<file path="src/rtl/spu_pkg.sv">
// spu_pkg: shared types, command field positions, opcodes and helpers for the SPU sequencer
package spu_pkg;

    typedef enum logic {IDLE, RUN} state_t;

    localparam int OP_MSB  = 7;
    localparam int OP_LSB  = 4;
    localparam int CNT_MSB = 3;
    localparam int CNT_LSB = 0;

    localparam logic [3:0] OP_PASS = 4'd0;
    localparam logic [3:0] OP_ADD  = 4'd1;
    localparam logic [3:0] OP_SUB  = 4'd2;
    localparam logic [3:0] OP_AND  = 4'd3;
    localparam logic [3:0] OP_OR   = 4'd4;
    localparam logic [3:0] OP_XOR  = 4'd5;
    localparam logic [3:0] OP_SHL  = 4'd6;
    localparam logic [3:0] OP_SHR  = 4'd7;

    // A zero count field encodes a full burst of 16 elements
    function automatic logic [4:0] cnt_decode(input logic [3:0] cnt);
        return (cnt == 4'd0) ? 5'd16 : {1'b0, cnt};
    endfunction

endpackage

</file>
<file path="src/rtl/spu_res_fifo.sv">
// spu_res_fifo: result buffer between the lane datapath and the dout ready/valid port
module spu_res_fifo #(
    parameter int DW         = 8,
    parameter int FIFO_DEPTH = 4
) (
    input  logic                                clk,
    input  logic                                rst_n,
    input  logic                                wr_en,
    input  logic [DW-1:0]                       wr_data,
    input  logic                                rd_en,
    output logic [DW-1:0]                       rd_data,
    output logic                                empty,
    output logic                                full,
    output logic [$clog2(FIFO_DEPTH+1)-1:0]     count
);

    localparam int AW = $clog2(FIFO_DEPTH);
    localparam int CW = $clog2(FIFO_DEPTH + 1);

    logic [DW-1:0] mem_q [FIFO_DEPTH];
    logic [DW-1:0] mem_d [FIFO_DEPTH];
    logic [AW-1:0] wr_ptr_q, wr_ptr_d, rd_ptr_q, rd_ptr_d;
    logic [CW-1:0] count_q, count_d;
    logic          wr, rd;

    assign empty   = count_q == '0;
    assign full    = count_q == CW'(FIFO_DEPTH);
    assign count   = count_q;
    assign rd_data = mem_q[rd_ptr_q];
    assign rd      = rd_en && !empty;
    assign wr      = wr_en && (!full || rd);

    // Next pointers, occupancy and storage; power-of-two depth lets pointers wrap naturally
    always_comb begin
        mem_d = mem_q;
        if (wr) mem_d[wr_ptr_q] = wr_data;
        wr_ptr_d = wr_ptr_q + AW'(wr);
        rd_ptr_d = rd_ptr_q + AW'(rd);
        count_d  = count_q + CW'(wr) - CW'(rd);
    end

    // Register state; storage is cleared so the head reads 0 after reset
    always_ff @(posedge clk) begin
        if (!rst_n) begin
            mem_q    <= '{default: '0};
            wr_ptr_q <= '0;
            rd_ptr_q <= '0;
            count_q  <= '0;
        end else begin
            mem_q    <= mem_d;
            wr_ptr_q <= wr_ptr_d;
            rd_ptr_q <= rd_ptr_d;
            count_q  <= count_d;
        end
    end

endmodule

</file>
<file path="src/rtl/spu_seq_ctrl.sv">
// spu_seq_ctrl: credit-gated command/operand sequencer for the Mini SPU lane.
// Optional macro SPU_OPCHK_EN adds opcode range checking with a sticky err output.
module spu_seq_ctrl #(
    parameter int DW         = 8,
    parameter int FIFO_DEPTH = 4,
    parameter int NUM_OPS    = 8
) (
    input  logic          clk,
    input  logic          rst_n,
    input  logic          cmd_valid,
    output logic          cmd_ready,
    input  logic [7:0]    cmd_data,
    input  logic          din_valid,
    output logic          din_ready,
    input  logic [DW-1:0] din_data,
    output logic          dp_issue,
    output logic [3:0]    dp_op,
    output logic [DW-1:0] dp_a,
    output logic          dp_last,
    input  logic          dp_res_valid,
    input  logic [DW-1:0] dp_res,
    output logic          dout_valid,
    input  logic          dout_ready,
    output logic [DW-1:0] dout_data,
    output logic          busy
`ifdef SPU_OPCHK_EN
    ,
    output logic          err
`endif
);

    import spu_pkg::*;

    localparam int CW = $clog2(FIFO_DEPTH + 1);

    state_t        state_q, state_d;
    logic [3:0]    op_q, op_d;
    logic [4:0]    rem_q, rem_d;
    logic          bad_q, bad_d;
    logic [CW-1:0] inflight_q, inflight_d;
    logic          skip_q;
    logic          dp_issue_q, dp_issue_d;
    logic [3:0]    dp_op_q, dp_op_d;
    logic [DW-1:0] dp_a_q, dp_a_d;
    logic          dp_last_q, dp_last_d;
    logic [CW-1:0] fifo_count;
    logic          fifo_empty;
    logic          cmd_hs, din_hs, res_ok, bad_cmd, has_credit;

`ifdef SPU_OPCHK_EN
    logic err_q, err_d;
    assign bad_cmd = {28'd0, cmd_data[OP_MSB:OP_LSB]} >= NUM_OPS;
    assign err     = err_q;
`else
    assign bad_cmd = 1'b0;
`endif

    // Credits count FIFO slots not yet claimed by buffered or in-flight results
    assign has_credit = ({1'b0, fifo_count} + {1'b0, inflight_q}) < (CW+1)'(FIFO_DEPTH);
    assign cmd_ready  = state_q == IDLE;
    assign din_ready  = state_q == RUN && (has_credit || bad_q);
    assign cmd_hs     = cmd_valid && cmd_ready;
    assign din_hs     = din_valid && din_ready;
    assign res_ok     = dp_res_valid && !skip_q;
    assign busy       = state_q != IDLE || inflight_q != '0 || !fifo_empty;
    assign dout_valid = !fifo_empty;
    assign dp_issue   = dp_issue_q;
    assign dp_op      = dp_op_q;
    assign dp_a       = dp_a_q;
    assign dp_last    = dp_last_q;

    // Command latch, element countdown, issue register and in-flight accounting
    always_comb begin
        state_d    = cmd_hs ? RUN : (din_hs && rem_q == 5'd1) ? IDLE : state_q;
        op_d       = cmd_hs ? cmd_data[OP_MSB:OP_LSB] : op_q;
        rem_d      = cmd_hs ? cnt_decode(cmd_data[CNT_MSB:CNT_LSB]) : din_hs ? rem_q - 5'd1 : rem_q;
        bad_d      = cmd_hs ? bad_cmd : bad_q;
        dp_issue_d = din_hs && !bad_q;
        dp_op_d    = dp_issue_d ? op_q : dp_op_q;
        dp_a_d     = dp_issue_d ? din_data : dp_a_q;
        dp_last_d  = dp_issue_d && rem_q == 5'd1;
        inflight_d = inflight_q + CW'(dp_issue_d) - CW'(res_ok && inflight_q != '0);
`ifdef SPU_OPCHK_EN
        err_d      = err_q || (cmd_hs && bad_cmd);
`endif
    end

    // Control state; skip_q masks a stale result strobe in the first cycle out of reset
    always_ff @(posedge clk) begin
        skip_q <= !rst_n;
        if (!rst_n) begin
            state_q    <= IDLE;
            op_q       <= '0;
            rem_q      <= '0;
            bad_q      <= 1'b0;
            inflight_q <= '0;
            dp_issue_q <= 1'b0;
            dp_op_q    <= '0;
            dp_a_q     <= '0;
            dp_last_q  <= 1'b0;
`ifdef SPU_OPCHK_EN
            err_q      <= 1'b0;
`endif
        end else begin
            state_q    <= state_d;
            op_q       <= op_d;
            rem_q      <= rem_d;
            bad_q      <= bad_d;
            inflight_q <= inflight_d;
            dp_issue_q <= dp_issue_d;
            dp_op_q    <= dp_op_d;
            dp_a_q     <= dp_a_d;
            dp_last_q  <= dp_last_d;
`ifdef SPU_OPCHK_EN
            err_q      <= err_d;
`endif
        end
    end

    spu_res_fifo #(
        .DW         (DW),
        .FIFO_DEPTH (FIFO_DEPTH)
    ) u_fifo (
        .clk     (clk),
        .rst_n   (rst_n),
        .wr_en   (res_ok),
        .wr_data (dp_res),
        .rd_en   (dout_ready),
        .rd_data (dout_data),
        .empty   (fifo_empty),
        .full    (),
        .count   (fifo_count)
    );

endmodule
</file>
<file path="config.mk">
export PLATFORM = sky130hd
export DESIGN_NAME = spu_seq_ctrl
export DESIGN_NICKNAME = d
export VERILOG_FILES = /design/src/rtl/spu_pkg.sv /design/src/rtl/spu_res_fifo.sv /design/src/rtl/spu_seq_ctrl.sv
export SDC_FILE = /design/constraint.sdc
export NUM_CORES = 1
export LEC_CHECK = 0
export ABC_AREA = 0
export ABC_CLOCK_PERIOD_IN_PS = 4600
export BUFFER_PORTS_ARGS = -buffer_cell sky130_fd_sc_hd__buf_2
export CAP_MARGIN = 20
export CORE_MARGIN = 2
export CORE_UTILIZATION = 30
export DETAILED_ROUTE_END_ITERATION = 10
export GPL_TIMING_DRIVEN = 0
export PLACE_DENSITY = 0.48
export SETUP_SLACK_MARGIN = 0.4
export SKIP_CTS_REPAIR_TIMING = 1
export SYNTH_ARGS = -nofsm -noshare
export SYNTH_HDL_FRONTEND = slang
export SYNTH_HIERARCHICAL = 1
export SYNTH_SLANG_ARGS = --single-unit
</file>
<file path="constraint.sdc">
create_clock -name clk -period 4.6 [get_ports clk]
set_input_delay 0 -clock clk [delete_from_list [all_inputs] [get_ports clk]]
set_output_delay 0 -clock clk [all_outputs]
set_load 0.01 [all_outputs]
</file>
Yosys cells after proc, flatten, opt, wreduce, memory -nomap -nowiden
Cells that the tools add are included.
{"block": "classes", "add_sub_neg": 8, "order_cmp": 4, "n_eq_ne": 2, "n_mux": 11, "bitwise_logic": 3, "reduce_logical": 21}
{"op": "32-bit bitwise mux", "count": 1}
{"op": "8-bit two-way mux", "count": 3}
{"op": "8-bit binary-select mux with 2-bit select", "count": 1}
{"op": "8-bit demux with 2-bit select", "count": 1}
{"op": "5-bit two-way mux", "count": 3}
{"op": "1-bit logical AND", "count": 9}
{"op": "3-bit by 1-bit adder with 3-bit output", "count": 2}
{"op": "3-bit greater-or-equal comparator (second input constant)", "count": 2}
{"op": "2-bit NOT with 3-bit output", "count": 2}
{"op": "3-bit by 1-bit subtractor with 3-bit output", "count": 2}
{"op": "5-bit by 1-bit equality test with 1-bit output (second input constant)", "count": 1}
{"op": "5-bit by 1-bit subtractor with 5-bit output (second input constant)", "count": 1}
{"op": "2-bit by 1-bit adder with 2-bit output", "count": 2}
{"op": "3-bit by 3-bit adder with 4-bit output", "count": 1}
{"op": "1-bit logical NOT", "count": 4}
{"op": "4-bit logical NOT", "count": 1}
{"op": "4-bit by 3-bit < comparator with 1-bit output (second input constant)", "count": 1}
{"op": "2-bit nonzero test", "count": 2}
{"op": "3-bit equality test (second input constant)", "count": 1}
{"op": "3-bit logical NOT", "count": 1}
{"op": "1-bit logical OR", "count": 3}
{"op": "3-bit by 1-bit < comparator with 1-bit output (second input constant)", "count": 1}
{"op": "3-bit nonzero test", "count": 1}
{"op": "1-bit two-way mux", "count": 2}
{"op": "1-bit NOT", "count": 1}
{"block": "totals", "register_bits": 67, "input_bits": 30, "output_inout_bits": 26, "elab_cells": 65}

Longest topological paths before layout
Gate-level depths: netlist of run 1.
{"block": "logic_depth", "ltp_word": 7, "ltp_mapped": 13, "mapped_depth_nobuf": 12}

By module
The synthesis of run 1 kept the hierarchy.
{"mod": "spu_res_fifo", "instances": 1, "cells_each": 158, "area_each_um2": 1737.9}
{"mod": "spu_seq_ctrl", "instances": 1, "cells_each": 141, "area_each_um2": 1222.4}

Least setup slack after synthesis of run 1
No wires, ideal clock.
{"block": "synth_path", "path_type": "register -> register", "from": "register u_fifo.count_q[1], in the netlist u_fifo/count[1]", "to": "register inflight_q[2]", "arrival_ns": 2.591, "setup_slack_ns": 1.882, "stages_incl_launch_ff": 14, "path_buffers": 1, "period_less_slack_ns": 2.718, "path_cell_list": "dfxtp_1 -> ha_1 -> nor4b_4 -> and3_4 -> inv_4 -> clkbuf_1 -> ha_1 -> inv_1 -> ha_1 -> inv_1 -> fa_1 -> xor2_1 -> xnor2_1 -> nor2_1"}
{"block": "synth_between", "elab_chain_cells": 6}
{"element": "start, declared", "line": "spu_res_fifo.sv:23", "text": "logic [CW-1:0] count_q, count_d;"}
{"element": "start signal, assigned", "line": "spu_res_fifo.sv:53", "text": "count_q <= count_d;"}
{"element": "3-bit by 3-bit adder with 4-bit output", "line": "spu_seq_ctrl.sv:59", "text": "assign has_credit = ({1'b0, fifo_count} + {1'b0, inflight_q}) < (CW+1)'(FIFO_DEPTH);"}
{"element": "4-bit by 3-bit < comparator with 1-bit output", "line": "spu_seq_ctrl.sv:59"}
{"element": "1-bit logical AND", "line": "spu_seq_ctrl.sv:61", "text": "assign din_ready = state_q == RUN && (has_credit || bad_q);"}
{"element": "1-bit logical AND", "line": "spu_seq_ctrl.sv:63", "text": "assign din_hs = din_valid && din_ready;"}
{"element": "3-bit by 1-bit adder with 3-bit output", "line": "spu_seq_ctrl.sv:82", "text": "inflight_d = inflight_q + CW'(dp_issue_d) - CW'(res_ok && inflight_q != '0);"}
{"element": "3-bit by 1-bit subtractor with 3-bit output", "line": "spu_seq_ctrl.sv:82"}
{"element": "end signal, assigned", "line": "spu_seq_ctrl.sv:109", "text": "inflight_q <= inflight_d;"}
{"element": "end, declared", "line": "spu_seq_ctrl.sv:40", "text": "logic [CW-1:0] inflight_q, inflight_d;"}
Every way passes these cells.
A chain may end at the register's enable or synchronous reset.

Final worst setup path of run 1
{"block": "layout_path", "from": "register u_fifo.count_q[2], in the netlist u_fifo/count[2]", "to": "register inflight_q[2]"}
Same word-level chain as after synthesis.

==> out/results.tsv, run 1 <==
stage	metric	value	unit
run_status	status	finished, violations left	
floorplanning	die_area	0.0107	mm²
cts	cts.sinks	67	
cts	clkTransAtPathRegs	0.07	ns
cells_and_area	syn_to_final_growth	29.1	%
run	max_cap_violations	0	
place	dp.cells	486	
worst_hold_path	hold_path_end	rem_q[3]	
worst_setup_path	endpoint_kind	flop	
sta	slew_viol_final	0	
worst_setup_path	cp.arrival	3.13	ns
logic_synthesis	synth-warning-count	6	
worst_setup_path	critPathLaunchType	flop	
sta	period_minus_slack	2.93	ns
place	numPortBuffers	55	
power_and_ir_drop	irDropWorstVdd	0.204	mV
cells_and_area	drive_above_1_share	24.0	%
detailed_routing	ant_nets	0	
sta	period_share	63.6	%
detailed_routing	drt-wirelength-per-cell	12.8	µm
worst_setup_path	r2r_slack	1.67	ns
sta	hold_violations	1	
worst_hold_path	min-delay-start	cmd_data[3]	
place	placed_area	0.00339	mm²
grt	antenna_found_initial	0	
cells_and_area	final_cells	521	
cells_and_area	design_area	0.00381	mm²
cts	clk_latency	0.34	ns
floorplanning	io_pins	56	
sta	skew	0.0106	ns
worst_hold_path	min_path_cells	3	
floorplanning	fp-row-count	36	
logic_synthesis	synth_area	0.00295	mm²
grt	grt_pass1_vias	2060	
floorplanning	die_w	103	µm
cells_and_area	n_antenna_cell	0	
detailed_routing	dr.first_iter.drc_count	55	
sta	slew_headroom	36.2	%
run_status	violations	negative hold slack	
cts	clk_path_buf_depth	2	
cts	cts_tree	yes	
cts	numCtsBuffers	9	
cts	htreeDepth	3	
place	hpwl	4.64	mm
sta	setup_tns	0	ns
floorplanning	core	0.00968	mm²
logic_synthesis	synthCells	298	
worst_setup_path	crit_required	4.81	ns
detailed_routing	totalWireLength	6.68	mm
worst_setup_path	crit_start	u_fifo/count[2]	
detailed_routing	route.vias.total	2315	
logic_synthesis	postSynthAreaPerCell	9.91	µm²
grt	grt_pass1_wl	10.5	mm
place	gp_congestion	0.744	
grt	grt_max_degree	12	
sta	setup_viol	0	
worst_setup_path	r2r-end	inflight_q[2]	
worst_setup_path	path_max_fanout	10	
grt	grt-ovfl-total	0	
grt	track_usage	13.1	%
cts	clockRootBuffer	clkbuf_8	
floorplanning	start_util	30.5	%
detailed_routing	via_per_inst	4.44	
floorplanning	die_y	103	µm
cells_and_area	finalNetCount	424	
detailed_routing	drc	0	
worst_setup_path	critical_path_class	reg -> reg	
sta	holdWs	-0.00731	ns
worst_setup_path	rr_startpoint	u_fifo/count[2]	
power_and_ir_drop	power_density	428	mW/mm²
power_and_ir_drop	power_leakage	1.59	nW
logic_synthesis	synth_fp_nets	339	
sta	fmax	342	MHz
worst_setup_path	ff2ff_path_depth	13	
sta	tightest_slew	0.952	ns
detailed_routing	drt_first_pass_iters	4	
worst_hold_path	hp-class	in -> reg	
sta	rsz0062_at_grt	false	
registers in the layout, summed over array words and instances (netlist names):
signal and count:
state_q 1, skip_q 1, u_fifo/rd_ptr_q 2, dp_last 1, inflight_q 3, u_fifo/mem_q 32, dp_a 8, dp_op 4
op_q 4, dp_issue 1, u_fifo/count 3, rem_q 5, u_fifo/wr_ptr_q 2
worst max path at each step:
stage,to
2_1_floorplan,inflight_q[2]
6_report,inflight_q[2]
5_1_grt,inflight_q[2]
4_1_cts,inflight_q[2]
3_5_place_dp,inflight_q[2]
3_3_place_gp,inflight_q[2]
area by class of cell:
type                       instances  area (µm²)
fill                             978        5870
multi-input combinational        204        1480
sequential                        67        1340
timing repair buffer              74         465
tap                              133         166
clock buffer                      12         155
buffer                            17        92.6
clock inverter                     4        72.6
inverter                          10        40.0
critical path: stages, from the launching register on:
cell	delay, ns
dfxtp_1	0.42
ha_1	0.29
nor4b_4	0.25
and3_4	0.25
inv_4	0.06
clkbuf_1	0.23
ha_1	0.35
inv_1	0.05
ha_1	0.13
inv_1	0.04
fa_1	0.37
xor2_1	0.17
xnor2_1	0.13
nor2_1	0.05
layer usage:
metal	share of wire, %	wire [µm]	GRT usage, %	vias up
met5	0	0	0	-
li1	-	-	-	1190
met4	1.2	80	5.16	0
met1	47	3120	16.8	1068
met2	48	3180	20.7	49
met3	4.5	300	3.97	8
where the power goes:
part           switching, mW  leakage, nW  internal, mW
logic                  0.195        0.933         0.194
clock network          0.224        0.113         0.334
registers             0.0512        0.545         0.633
total                  0.470         1.59          1.16
cell usage in the layout, fill, tap and decap left out, drive strengths merged, types with 2 or more instances in the layout:
cell	instances
a2111oi	2
a21oi	20
a2bb2oi	2
and2	8
and2b	2
and3	2
buf	61
bufinv	2
clkbuf	23
dfxtp	67
dlygate4sd3	19
fa	2
ha	9
inv	10
mux2i	32
mux4	8
nand2	73
nand3	5
nor2	7
nor2b	3
nor3	6
nor4b	3
or3	2
xnor2	3
xor2	4
metrics by stage:
stage                     total power, mW  worst slack [ns]  util (%)
after floorplan                     0.971              1.89         -
after global placement               1.08              1.64      35.1
after detailed placement             1.08              1.63      35.1
after CTS                            1.65              1.62      37.4
after global routing                 1.74              1.41      39.4
final                                1.63              1.67      39.4
No activity file was read; power rests on OpenSTA's default activity.
==> run 2: changes to the inputs <==
--- a/config.mk
+++ b/config.mk
@@ -6,7 +6,7 @@
 export NUM_CORES = 1
 export LEC_CHECK = 0
 export ABC_AREA = 0
-export ABC_CLOCK_PERIOD_IN_PS = 4600
+export ABC_CLOCK_PERIOD_IN_PS = 2750
 export BUFFER_PORTS_ARGS = -buffer_cell sky130_fd_sc_hd__buf_2
 export CAP_MARGIN = 20
 export CORE_MARGIN = 2
==> constraint.sdc (replaced) <==
create_clock -name clk -period 2.75 [get_ports clk]
set_input_delay 0 -clock clk [delete_from_list [all_inputs] [get_ports clk]]
set_output_delay 0 -clock clk [all_outputs]
set_load 0.01 [all_outputs]
==> run 2 against run 1 <==
  * The run still ends with negative hold slack left
  * Clock skew down 0.0022 ns
  * Sequential cell count unchanged
  * Critical path depth is the same
  * Non-clock buffer count increased by 6
  * Worst setup slack got worse by 1.4 ns
  * Die area did not move
  * Critical path type unchanged
  * Critical endpoint unchanged
  * Largest cell class unchanged
==> out/results.tsv, run 2 (same netlist as run 1, synthesis figures left out) <==
stage	metric	value	unit
grt	track_usage	13.1	%
floorplanning	fp-row-count	36	
cells_and_area	regMostFlops	u_fifo/mem_q	
sta	period_share	91.6	%
cts	cts_tree	yes	
floorplanning	die_area	0.0107	mm²
worst_setup_path	critPathLaunchType	flop	
power_and_ir_drop	irDropWorstVdd	0.257	mV
floorplanning	die_w	103	µm
cts	clk_path_buf_depth	2	
detailed_routing	via_per_inst	4.50	
sta	setup_tns	0	ns
grt	antenna_found_initial	0	
sta	hold_violations	10	
sta	skew	0.00848	ns
cts	htreeDepth	3	
cts	cts.sinks	67	
floorplanning	io_pins	56	
sta	period_minus_slack	2.52	ns
place	gp_congestion	0.734	
grt	grt_pass1_wl	10.5	mm
cells_and_area	finalNetCount	430	
cells_and_area	syn_to_final_growth	34.2	%
cells_and_area	final_core_util	40.9	%
detailed_routing	ant_nets	0	
detailed_routing	dr.first_iter.drc_count	27	
cts	clk_latency	0.35	ns
sta	slew_viol_final	0	
run_status	status	finished, violations left	
cells_and_area	n_antenna_cell	0	
sta	holdWs	-0.0542	ns
detailed_routing	route.vias.total	2373	
worst_setup_path	crit_required	2.96	ns
worst_hold_path	hp-class	in -> reg	
cells_and_area	largest_reg_flops	32	
detailed_routing	drt-wirelength-per-cell	13.4	µm
sta	rsz0062_at_grt	true	
worst_setup_path	endpoint_kind	flop	
power_and_ir_drop	power_density	745	mW/mm²
floorplanning	start_util	30.5	%
grt	grt-ovfl-total	0	
floorplanning	die_y	103	µm
cts	numCtsBuffers	9	
place	hpwl	4.66	mm
cts	clkTransAtPathRegs	0.08	ns
power_and_ir_drop	power_leakage	1.64	nW
sta	fmax	397	MHz
place	numPortBuffers	55	
run	max_cap_violations	0	
detailed_routing	drt_first_pass_iters	4	
cells_and_area	drive_above_1_share	28.7	%
sta	slew_headroom	38.0	%
grt	grt_pass1_vias	2133	
detailed_routing	totalWireLength	7.06	mm
power_and_ir_drop	p_total	2.95	mW
sta	tightest_slew	0.925	ns
detailed_routing	drc	0	
worst_setup_path	critical_path_class	reg -> reg	
cells_and_area	final_common_cell	nand2_1	
run_status	violations	negative hold slack	
worst_setup_path	cp.arrival	2.73	ns
sta	setup_viol	0	
cells_and_area	final_cell_mix	nand2_1 (73), dfxtp_1 (63), buf_2 (57)	
grt	grt_max_degree	14	
worst_setup_path	path_max_fanout	5	
floorplanning	core	0.00968	mm²
cts	clockRootBuffer	clkbuf_8	
[run 2: stage by stage]
stage / hold slack, ns / instance area, µm² / worst slack, ns / cells
2_1_floorplan: 0.122 / 3010 / 0.231 / 298
3_3_place_gp: 0.243 / 3450 / 0.0973 / 486
3_5_place_dp: 0.252 / 3450 / 0.0873 / 486
4_1_cts: -0.129 / 3720 / 0.0615 / 502
5_1_grt: 0.00115 / 3960 / 0.155 / 527
6_report: -0.0542 / 3960 / 0.231 / 527
[run 2: layer usage]
metal	part of all wire [%]	global-route usage, %	vias to the layer above
li1	-	-	1196
met5	0	0	-
met4	1.3	4.25	0
met3	4.5	3.97	9
met1	45	16.2	1109
met2	49	22.1	59
[run 2: final timing paths]
path	slack (ns)	cells after the start	from	to
min reg2reg	0.45	2	dp_a[0]	dp_a[0]
max reg2reg	0.23	13	inflight_q[2]	inflight_q[2]
max	0.23	13	inflight_q[2]	inflight_q[2]
min	-0.05	3	cmd_valid	state_q
[run 2: worst max-delay path: stages (launching register included)]
cell     delay [ns]
dfxtp_2        0.38
ha_4           0.22
nor4b_4        0.28
and3_4         0.27
inv_8          0.05
buf_8          0.12
ha_4           0.20
inv_2          0.06
ha_4           0.11
inv_2          0.03
fa_2           0.32
xor2_1         0.16
xnor2_1        0.13
nor2_1         0.05
[run 2: report_power, final]
part	leakage, nW	switching (mW)	internal [mW]
Combinational	0.960	0.338	0.366
Clock	0.133	0.417	0.667
Sequential	0.547	0.0954	1.07
Total	1.64	0.850	2.10
[run 2: final cells by class]
type	instances	area, µm²
Tap cell	133	166
Inverter	10	45.0
Sequential cell	67	1350
Fill cell	966	5720
Multi-Input combinational cell	204	1520
Timing Repair Buffer	80	508
Clock inverter	6	116
Clock buffer	10	149
Buffer	17	104
